==> src/rtl/fifo_write_arbiter_pkg.sv <==
// Shared constants and FSM encoding for the FIFO write-port arbiter.
// Purely declarative: no latency and no flow control of its own.
package fifo_write_arbiter_pkg;

    localparam int FIFO_DATA_WIDTH = 8;
    localparam int ARB_NUM_REQ     = 4;
    localparam int ARB_MAX_BURST   = 4;

    typedef enum logic {
        ARB_IDLE  = 1'b0,
        ARB_BURST = 1'b1
    } arb_state_e;

endpackage

==> src/rtl/fifo_write_arbiter_rr_pick.sv <==
// Rotating-priority encoder: first set request after last_owner, wrapping; 0-cycle latency.
// No backpressure; found_o=0 when no request is pending.
module rr_pick #(
    parameter int NUM_REQ = 4,
    parameter int IDXW    = $clog2(NUM_REQ)
) (
    input  logic [NUM_REQ-1:0] req_i,
    input  logic [IDXW-1:0]    last_owner_i,
    output logic               found_o,
    output logic [IDXW-1:0]    index_o
);

    int              cand;
    logic [IDXW-1:0] cand_idx;

    // Offsets 1..NUM_REQ put last_owner itself at the very end of the scan.
    always_comb begin
        found_o  = 1'b0;
        index_o  = '0;
        cand     = 0;
        cand_idx = '0;
        for (int i = 1; i <= NUM_REQ; i++) begin
            cand = int'(last_owner_i) + i;
            if (cand >= NUM_REQ) begin
                cand = cand - NUM_REQ;
            end
            cand_idx = IDXW'(cand);
            if (!found_o && req_i[cand_idx]) begin
                found_o = 1'b1;
                index_o = cand_idx;
            end
        end
    end

endmodule

==> src/rtl/fifo_write_arbiter.sv <==
// Round-robin burst arbiter for one FIFO write port; one-cycle bubble from idle, 0-cycle write path.
// fifo_full drops gnt and freezes the burst; owner withdrawal or MAX_BURST beats ends it.
module fifo_write_arbiter
    import fifo_write_arbiter_pkg::*;
#(
    parameter int DATA_WIDTH = FIFO_DATA_WIDTH,
    parameter int NUM_REQ    = ARB_NUM_REQ,
    parameter int MAX_BURST  = ARB_MAX_BURST
) (
    input  logic                          clk,
    input  logic                          rst,
    input  logic [NUM_REQ-1:0]            req,
    input  logic [NUM_REQ*DATA_WIDTH-1:0] req_data,
    output logic [NUM_REQ-1:0]            gnt,
    input  logic                          fifo_full,
    output logic                          fifo_wr_en,
    output logic [DATA_WIDTH-1:0]         fifo_data_in,
    output logic [$clog2(NUM_REQ)-1:0]    owner,
    output logic                          busy
);

    localparam int IDXW = $clog2(NUM_REQ);
    localparam int CNTW = $clog2(MAX_BURST + 1);

    arb_state_e      state_q, state_d;
    logic [IDXW-1:0] owner_q, owner_d;
    logic [IDXW-1:0] last_owner_q, last_owner_d;
    logic [CNTW-1:0] beat_cnt_q, beat_cnt_d;

    logic [DATA_WIDTH-1:0] words [NUM_REQ];
    logic [IDXW-1:0]       pick_base;
    logic                  pick_found;
    logic [IDXW-1:0]       pick_idx;
    logic                  accept;
    logic                  burst_end;

    for (genvar g = 0; g < NUM_REQ; g++) begin : g_unpack
        assign words[g] = req_data[g*DATA_WIDTH +: DATA_WIDTH];
    end

    // In BURST the pick is only consumed at burst end, where the current owner
    // becomes the new lowest-priority slot; that lets one encoder serve both paths.
    assign pick_base = (state_q == ARB_BURST) ? owner_q : last_owner_q;

    rr_pick #(
        .NUM_REQ (NUM_REQ),
        .IDXW    (IDXW)
    ) u_pick (
        .req_i        (req),
        .last_owner_i (pick_base),
        .found_o      (pick_found),
        .index_o      (pick_idx)
    );

    always_comb begin
        state_d      = state_q;
        owner_d      = owner_q;
        last_owner_d = last_owner_q;
        beat_cnt_d   = beat_cnt_q;
        gnt          = '0;
        accept       = 1'b0;
        burst_end    = 1'b0;
        fifo_data_in = '0;
        case (state_q)
            ARB_IDLE: begin
                if (pick_found) begin
                    owner_d    = pick_idx;
                    beat_cnt_d = '0;
                    state_d    = ARB_BURST;
                end
            end
            ARB_BURST: begin
                gnt[owner_q] = ~fifo_full;
                accept       = req[owner_q] & ~fifo_full;
                if (accept) begin
                    fifo_data_in = words[owner_q];
                    beat_cnt_d   = beat_cnt_q + 1'b1;
                end
                burst_end = (accept && (beat_cnt_q == CNTW'(MAX_BURST - 1))) ||
                            (!req[owner_q] && !accept);
                if (burst_end) begin
                    last_owner_d = owner_q;
                    beat_cnt_d   = '0;
                    if (pick_found) begin
                        owner_d = pick_idx;
                    end else begin
                        state_d = ARB_IDLE;
                    end
                end
            end
            default: state_d = ARB_IDLE;
        endcase
    end

    assign fifo_wr_en = accept;
    assign owner      = owner_q;
    assign busy       = (state_q == ARB_BURST);

    always_ff @(posedge clk) begin
        if (rst) begin
            state_q      <= ARB_IDLE;
            owner_q      <= '0;
            last_owner_q <= IDXW'(NUM_REQ - 1);
            beat_cnt_q   <= '0;
        end else begin
            state_q      <= state_d;
            owner_q      <= owner_d;
            last_owner_q <= last_owner_d;
            beat_cnt_q   <= beat_cnt_d;
        end
    end

endmodule

==> config.mk <==
export PLATFORM = sky130hd
export DESIGN_NAME = fifo_write_arbiter
export DESIGN_NICKNAME = d
export VERILOG_FILES = /design/src/rtl/fifo_write_arbiter_pkg.sv /design/src/rtl/fifo_write_arbiter_rr_pick.sv /design/src/rtl/fifo_write_arbiter.sv
export SDC_FILE = /design/constraint.sdc
export NUM_CORES = 1
export LEC_CHECK = 0
export ABC_CLOCK_PERIOD_IN_PS = 2300
export CAP_MARGIN = 20
export CORE_UTILIZATION = 35
export CTS_CLUSTER_SIZE = 24
export DETAILED_ROUTE_END_ITERATION = 7
export GPL_ROUTABILITY_DRIVEN = 0
export PLACE_DENSITY = 0.79
export SLEW_MARGIN = 15
export SYNTH_ARGS = -nofsm -noshare
export SYNTH_HDL_FRONTEND = slang
export SYNTH_SLANG_ARGS = --single-unit
export TNS_END_PERCENT = 1
==> constraint.sdc <==
create_clock -name clk -period 2.3 [get_ports clk]
set_input_delay 0.23 -clock clk [delete_from_list [all_inputs] [get_ports clk]]
set_output_delay 0.23 -clock clk [all_outputs]
set_load 0.05 [all_outputs]
==> metrics.md, run 1 <==
| Metric | Value |
|---|---|
| Peak fanout along the critical path | 11 |
| R2R Path End | last_owner_q[0]$_SDFFE_PP1P_ |
| 1st-pass router iterations | 4 |
| # hold bufs at CTS | 0 |
| Core Util, Final | 0.648 |
| All-Layer GR Usage | 0.198 |
| MaxCap Viol Count | 0 |
| Setup ws final | 0.319 ns |
| Area grow syn2layout | 75.5% |
| H-tree depth | 1 |
| Seq cells post-synth | 8 |
| CTS clock-pin slew for the worst setup and hold paths | roughly 0.050 ns |
| Worst R2R Setup Slack | approximately 0.46 ns |
| DIE WIDTH | between 50 and 60 um |
| Worst reg2reg path depth | 4 |
| CTS tree | yes |
| Slowest-stage cell, CP | mux4_2 |
| Global-route wire length before repair | ~4000 um |
| Dpl hpwl | 1970 um |
| Area of the core | ~2200 um2 |
| Worst EP arrival | 1.75 ns |
| DRC Markers | 0 |
| Final setup violation count | 0 |
| CP Capture Type | output pin |
| Commonest non-fill, non-tap cells in the layout | 40 x clkdlybuf4s50_1, 16 x buf_4, 9 x mux4_2, 9 x and3_1, 8 x dfxtp_1 |
| Clock Sinks | 8 |
| Vias in the first global route | slightly above 900 |
| Syn Nets | between 100 and 150 |
| Synthesized cell area | 817 um2 |
| I/O Pins | 55 |
| VDD IR max | 0.000369 V |
| Design Area, Final | 1430 um2 |
| Layout cells sized above 1 | 0.241 |
| Final worst path period share | 0.861 |
| # nets final | about 190 |
| Die area | between 2000 and 3000 um2 |
| Cell family with most CP delay | multiplexers |
| Clock Latency Late Sink | 0.24 ns |
| Outcome | finished, final reports clean |
| Post-Route WL | roughly 2300 um |
| Post-synthesis cell count | 90 |
| Pwr Density | 424 nW/um2 |
| Syn avg cell area | 9.08 um2 |
| Port bufs | 54 |
| CP Data Required Time | 2.07 ns |
| Slew margin rel. | 0.674 |
| Post-DRT Antenna Nets | 0 |
| Post-CTS Setup Bufs | 0 |
| Hold_sp | beat_cnt_q[2]$_SDFFE_PP0P_ |
| Placed standard-cell area | 1410 um2 |
| Leak Pwr | between 0.5 and 0.6 nW |
| RSZ-0062 raised after global routing | no |
| F_max | 505 MHz |
| Pins Over Slew Limit | 0 |
| DP Worst Slack | roughly 0.15 ns |
| Path category of the worst min-delay check | reg2reg |
| EDFF count, synth | 0 |
| Seq/Total Area, Yosys | 0.196 |
| CTS Buf Count | 3 |
| # rows | 17 |
| Synth unique cells | 35 |
| Complex-gate fraction of the synthesized area | 0.138 |
| Count of final hold-check violations | 0 |
| Initial antenna violation count | 0 |
| Critical Path Most Common Cell | buf_4 |
| Wire length per cell | ~14 um |
| Gr ovfl total | 0 |
| Max stage delay on crit path | roughly 0.51 ns |
| Slew at the pin closest to its max-slew limit | slightly below 0.5 ns |
| Post-Synth Adder-Cell Area | 0.0306 |
| Crit path cell chain | buf_4, mux4_2, and3_1, buf_4 |
| Synth Area in Simple Gates | 0.274 |
| WP buf/inv | 2 |
| Iteration-0 DRC count of the detailed router | 21 |
| Via/cell ratio | between 5 and 6 |
| Via count | between 900 and 1000 |
| Post-route minimum period | 1.98 ns |
| Worst flop-to-flop path startpoint | owner[0]$_SDFFE_PP0P_ |
| Ys async rst share | 0 |
| Largest net degree at the start of global routing | 15 |
| Endpoint, Worst Hold | beat_cnt_q[2]$_SDFFE_PP0P_ |
| Crit path kind | reg2out |
| Most common cell after layout, fill and taps aside | clkdlybuf4s50_1 |
| Initial Utilization | 0.369 |
| # resized after CTS | 0 |
| Die Y | approximately 50 um |
| Xor and xnor area share after synthesis | 0 |
| Main combinational cell family by area after synthesis | multiplexers |
| Clock Tree Root | clkbuf_4 |
| CTS Buffer Depth | 2 |
| Worst Skew | around 0.0043 ns |
| Hold Path Depth | 2 |
| YS warnings | 0 |
| Ant diodes | 0 |
| CP startpoint kind | register |
| Ys flop type | dfxtp_1 |
| Mux share of post-synthesis cell area | 0.288 |
logic make-up after synthesis:
kind of cell,Yosys count
buf+inv,13
simple gates,40
flops,8
mux,12
fa+ha+maj,2
compound gates,15
how the worst max path moves through the flow:
stage / start / end / slack [ns] / cells after the start
6_report: owner[0]$_SDFFE_PP0P_ / fifo_data_in[1] / 0.32 / 4
5_1_grt: busy$_SDFF_PP0_ / gnt[0] / 0.17 / 3
4_1_cts: owner[0]$_SDFFE_PP0P_ / fifo_data_in[1] / 0.31 / 4
3_5_place_dp: req[2] / beat_cnt_q[1]$_SDFFE_PP0P_ / 0.15 / 5
3_3_place_gp: req[2] / beat_cnt_q[1]$_SDFFE_PP0P_ / 0.24 / 5
2_1_floorplan: busy$_SDFF_PP0_ / gnt[0] / -0.45 / 4
synthesized netlist by cell type (2+ instances only):
master | count | area [um2]
mux2_2 | 2 | 22.5
inv_1 | 5 | 18.8
nand3_1 | 2 | 10.0
mux4_2 | 9 | 203
ha_1 | 2 | 25.0
nor3b_1 | 4 | 30.0
a21oi_1 | 5 | 25.0
dfxtp_1 | 8 | 160
nand2_1 | 6 | 22.5
nor2_1 | 7 | 26.3
clkbuf_1 | 4 | 15.0
and3_1 | 9 | 56.3
buf_2 | 2 | 10.0
or3_1 | 4 | 25.0
where the power goes:
| part | internal (mW) | total (mW) | switching [mW] |
|---|---|---|---|
| clock network | 0.0593 | 0.101 | 0.0421 |
| registers | 0.151 | 0.169 | 0.0187 |
| logic | 0.179 | 0.337 | 0.157 |
cell type report:
| class | count | area (um2) |
|---|---|---|
| fillers | 205 | 778 |
| repair buffers | 60 | 601 |
| multi-input cells | 69 | 597 |
| flip-flops and latches | 8 | 160 |
| well taps | 28 | 35.0 |
| clock buffers | 3 | 22.5 |
| inverters | 5 | 18.8 |
tightest hold or removal path: cells and delay by family, from the launching register on:
family / cells / cell delay, ns
AO/OA/AOI/OAI: 1 / 0.05
AND/OR/NAND/NOR: 1 / 0.05
flip-flops: 1 / 0.30
registers in the layout, summed over array words and instances (netlist names):
signal / count
owner: 2
beat_cnt_q: 3
busy: 1
last_owner_q: 2
through the flow:
step | cells | power, mW | hold WS, ns | setup TNS [ns]
3_3_place_gp | 170 | 0.504 | 0.440 | 0
3_5_place_dp | 170 | 0.509 | 0.447 | 0
4_1_cts | 173 | 0.613 | 0.455 | 0
2_1_floorplan | 90 | 0.375 | 0.361 | -0.921
5_1_grt | 173 | 0.642 | 0.497 | 0
6_report | 173 | 0.607 | 0.453 | 0
routing by layer:
metal / GRT usage / share of wire
met1: 0.223 / 0.39
met5: 0 / 0
met3: 0.0394 / 0.061
met4: 0.0370 / 0
met2: 0.380 / 0.55
Note: power is estimated with default switching activity, not from simulation.
==> inputs of run 2 (changes only) <==
--- a/config.mk
+++ b/config.mk
@@ -7,6 +7,7 @@
 export LEC_CHECK = 0
 export ABC_CLOCK_PERIOD_IN_PS = 2300
 export CAP_MARGIN = 20
+export CORE_MARGIN = 3
 export CORE_UTILIZATION = 35
 export CTS_CLUSTER_SIZE = 24
 export DETAILED_ROUTE_END_ITERATION = 7
==> metrics.md, run 2 (synthesis gave the netlist of run 1 again) <==
| Metric | Value |
|---|---|
| CP startpoint kind | input port |
| Wire length per cell | about 15 um |
| Initial antenna violation count | 0 |
| CTS Buf Count | 3 |
| # rows | 16 |
| Largest register FFs | 3 |
| I/O Pins | between 50 and 60 |
| Clock Tree Root | clkbuf_4 |
| Multi-input gate area | 597 um2 |
| 1st-pass router iterations | 4 |
| Biggest register | beat_cnt_q |
| Commonest non-fill, non-tap cells in the layout | 40 x clkdlybuf4s50_1, 16 x buf_4, 9 x mux4_2, 9 x and3_1, 8 x dfxtp_1 |
| Initial Utilization | 0.392 |
| DRC Markers | 0 |
| All-Layer GR Usage | 0.196 |
| Leak Pwr | roughly 0.58 nW |
| H-tree depth | 1 |
| Register area | approximately 160 um2 |
| # nets final | around 190 |
| Final worst path period share | 0.869 |
| Worst EP arrival | ~1.8 ns |
| Via count | roughly 950 |
| Peak fanout along the critical path | 13 |
| Post-CTS Setup Bufs | 0 |
| Layout cells sized above 1 | 0.241 |
| Global-route wire length before repair | 4220 um |
| Die Y | roughly 54 um |
| CTS Buffer Depth | 2 |
| Crit path kind | in2out |
| CTS clock-pin slew for the worst setup and hold paths | about 0.050 ns |
| VDD IR max | between 0.0003 and 0.0004 V |
| Area grow syn2layout | 75.3% |
| Clock Latency Late Sink | between 0.2 and 0.3 ns |
| Post-DRT Antenna Nets | 0 |
| DP Worst Slack | between 0.1 and 0.15 ns |
| Post-Route WL | between 2000 and 3000 um |
| Area of the core | roughly 2100 um2 |
| MaxCap Viol Count | 0 |
| Filler cells | 174 |
| Path category of the worst min-delay check | reg2reg |
| F_max | ~500 MHz |
| CP Capture Type | output pin |
| Post-route minimum period | 2.00 ns |
| Slew at the pin closest to its max-slew limit | around 0.56 ns |
| Most common cell after layout, fill and taps aside | clkdlybuf4s50_1 |
| Pins Over Slew Limit | 0 |
| CTS tree | yes |
| Port bufs | 54 |
| Die area | approximately 3000 um2 |
| Core Util, Final | 0.688 |
| Ant diodes | 0 |
| Iteration-0 DRC count of the detailed router | 13 |
| Outcome | finished, final reports clean |
| Count of final hold-check violations | 0 |
| Vias in the first global route | between 900 and 1000 |
| # resized after CTS | 0 |
| Clock Sinks | 8 |
| Gr ovfl total | 0 |
| Setup ws final | 0.302 ns |
| CP Data Required Time | 2.07 ns |
| # hold bufs at CTS | 0 |
| Pwr Density | ~430 nW/um2 |
| Final setup violation count | 0 |
| Dpl hpwl | roughly 2100 um |
| RSZ-0062 raised after global routing | no |
| Largest net degree at the start of global routing | 15 |
| Worst Skew | between 0.0015 and 0.002 ns |
| Slew margin rel. | 0.626 |
| DIE WIDTH | approximately 54 um |
| Via/cell ratio | about 5.5 |
## run 2: cell counts in the layout (fill, tap and decap cells not counted)
No cell type changed its count.
## run 2: per-layer routing
layer / global-route usage / vias up / share of wire
met1: 0.204 / 445 / 0.37
met3: 0.0436 / 6 / 0.086
met5: 0 / - / 0
met4: 0.0622 / 0 / 0.013
li1: - / 455 / -
met2: 0.380 / 47 / 0.53
## run 2: critical path, stage by stage
cell	delay, ns
clkdlybuf4s50_1	0.50
mux4_2	0.64
and3_1	0.21
buf_4	0.19
## run 2: area by class of cell
class,instances,share of cell area
timing repair buffer,60,0.419
multi-input combinational,69,0.417
sequential,8,0.112
tap,27,0.0236
clock buffer,3,0.0157
inverter,5,0.0131
## run 2: worst paths after layout
check                                                 from                         end  slack, ns  cells past startpoint
worst max register to register       owner[0]$_SDFFE_PP0P_  beat_cnt_q[1]$_SDFFE_PP0P_       0.46                      4
worst min-delay path            beat_cnt_q[2]$_SDFFE_PP0P_  beat_cnt_q[2]$_SDFFE_PP0P_       0.46                      2
worst min register to register  beat_cnt_q[2]$_SDFFE_PP0P_  beat_cnt_q[2]$_SDFFE_PP0P_       0.46                      2
worst max-delay path                                req[2]             fifo_data_in[1]       0.30                      4
## run 2: metrics by stage
step / setup TNS, ns / power (mW) / std cells / hold WS [ns] / instance area, um2
final: 0 / 0.614 / 172 / 0.464 / 1430
after global routing: 0 / 0.651 / 172 / 0.504 / 1430
after CTS: 0 / 0.619 / 172 / 0.466 / 1430
after detailed placement: 0 / 0.510 / 169 / 0.455 / 1410
after global placement: 0 / 0.505 / 169 / 0.442 / 1410
after floorplan: -0.921 / 0.375 / 90 / 0.361 / 817
## run 2: where the power goes
| group | leakage [nW] | internal (mW) | total (mW) | switching (mW) |
|---|---|---|---|---|
| sequential | 0.0659 | 0.151 | 0.169 | 0.0180 |
| combinational | 0.504 | 0.179 | 0.338 | 0.159 |
| clock | 0.0138 | 0.0597 | 0.108 | 0.0479 |
| total | 0.584 | 0.390 | 0.614 | 0.225 |
==> inputs of run 3 (changes only) <==
--- a/config.mk
+++ b/config.mk
@@ -12,6 +12,7 @@
 export CTS_CLUSTER_SIZE = 24
 export DETAILED_ROUTE_END_ITERATION = 7
 export GPL_ROUTABILITY_DRIVEN = 0
+export HOLD_SLACK_MARGIN = 0.05
 export PLACE_DENSITY = 0.79
 export SLEW_MARGIN = 15
 export SYNTH_ARGS = -nofsm -noshare
==> results of run 3 <==
Final layout, timing and power as in run 2 (identical DEF).
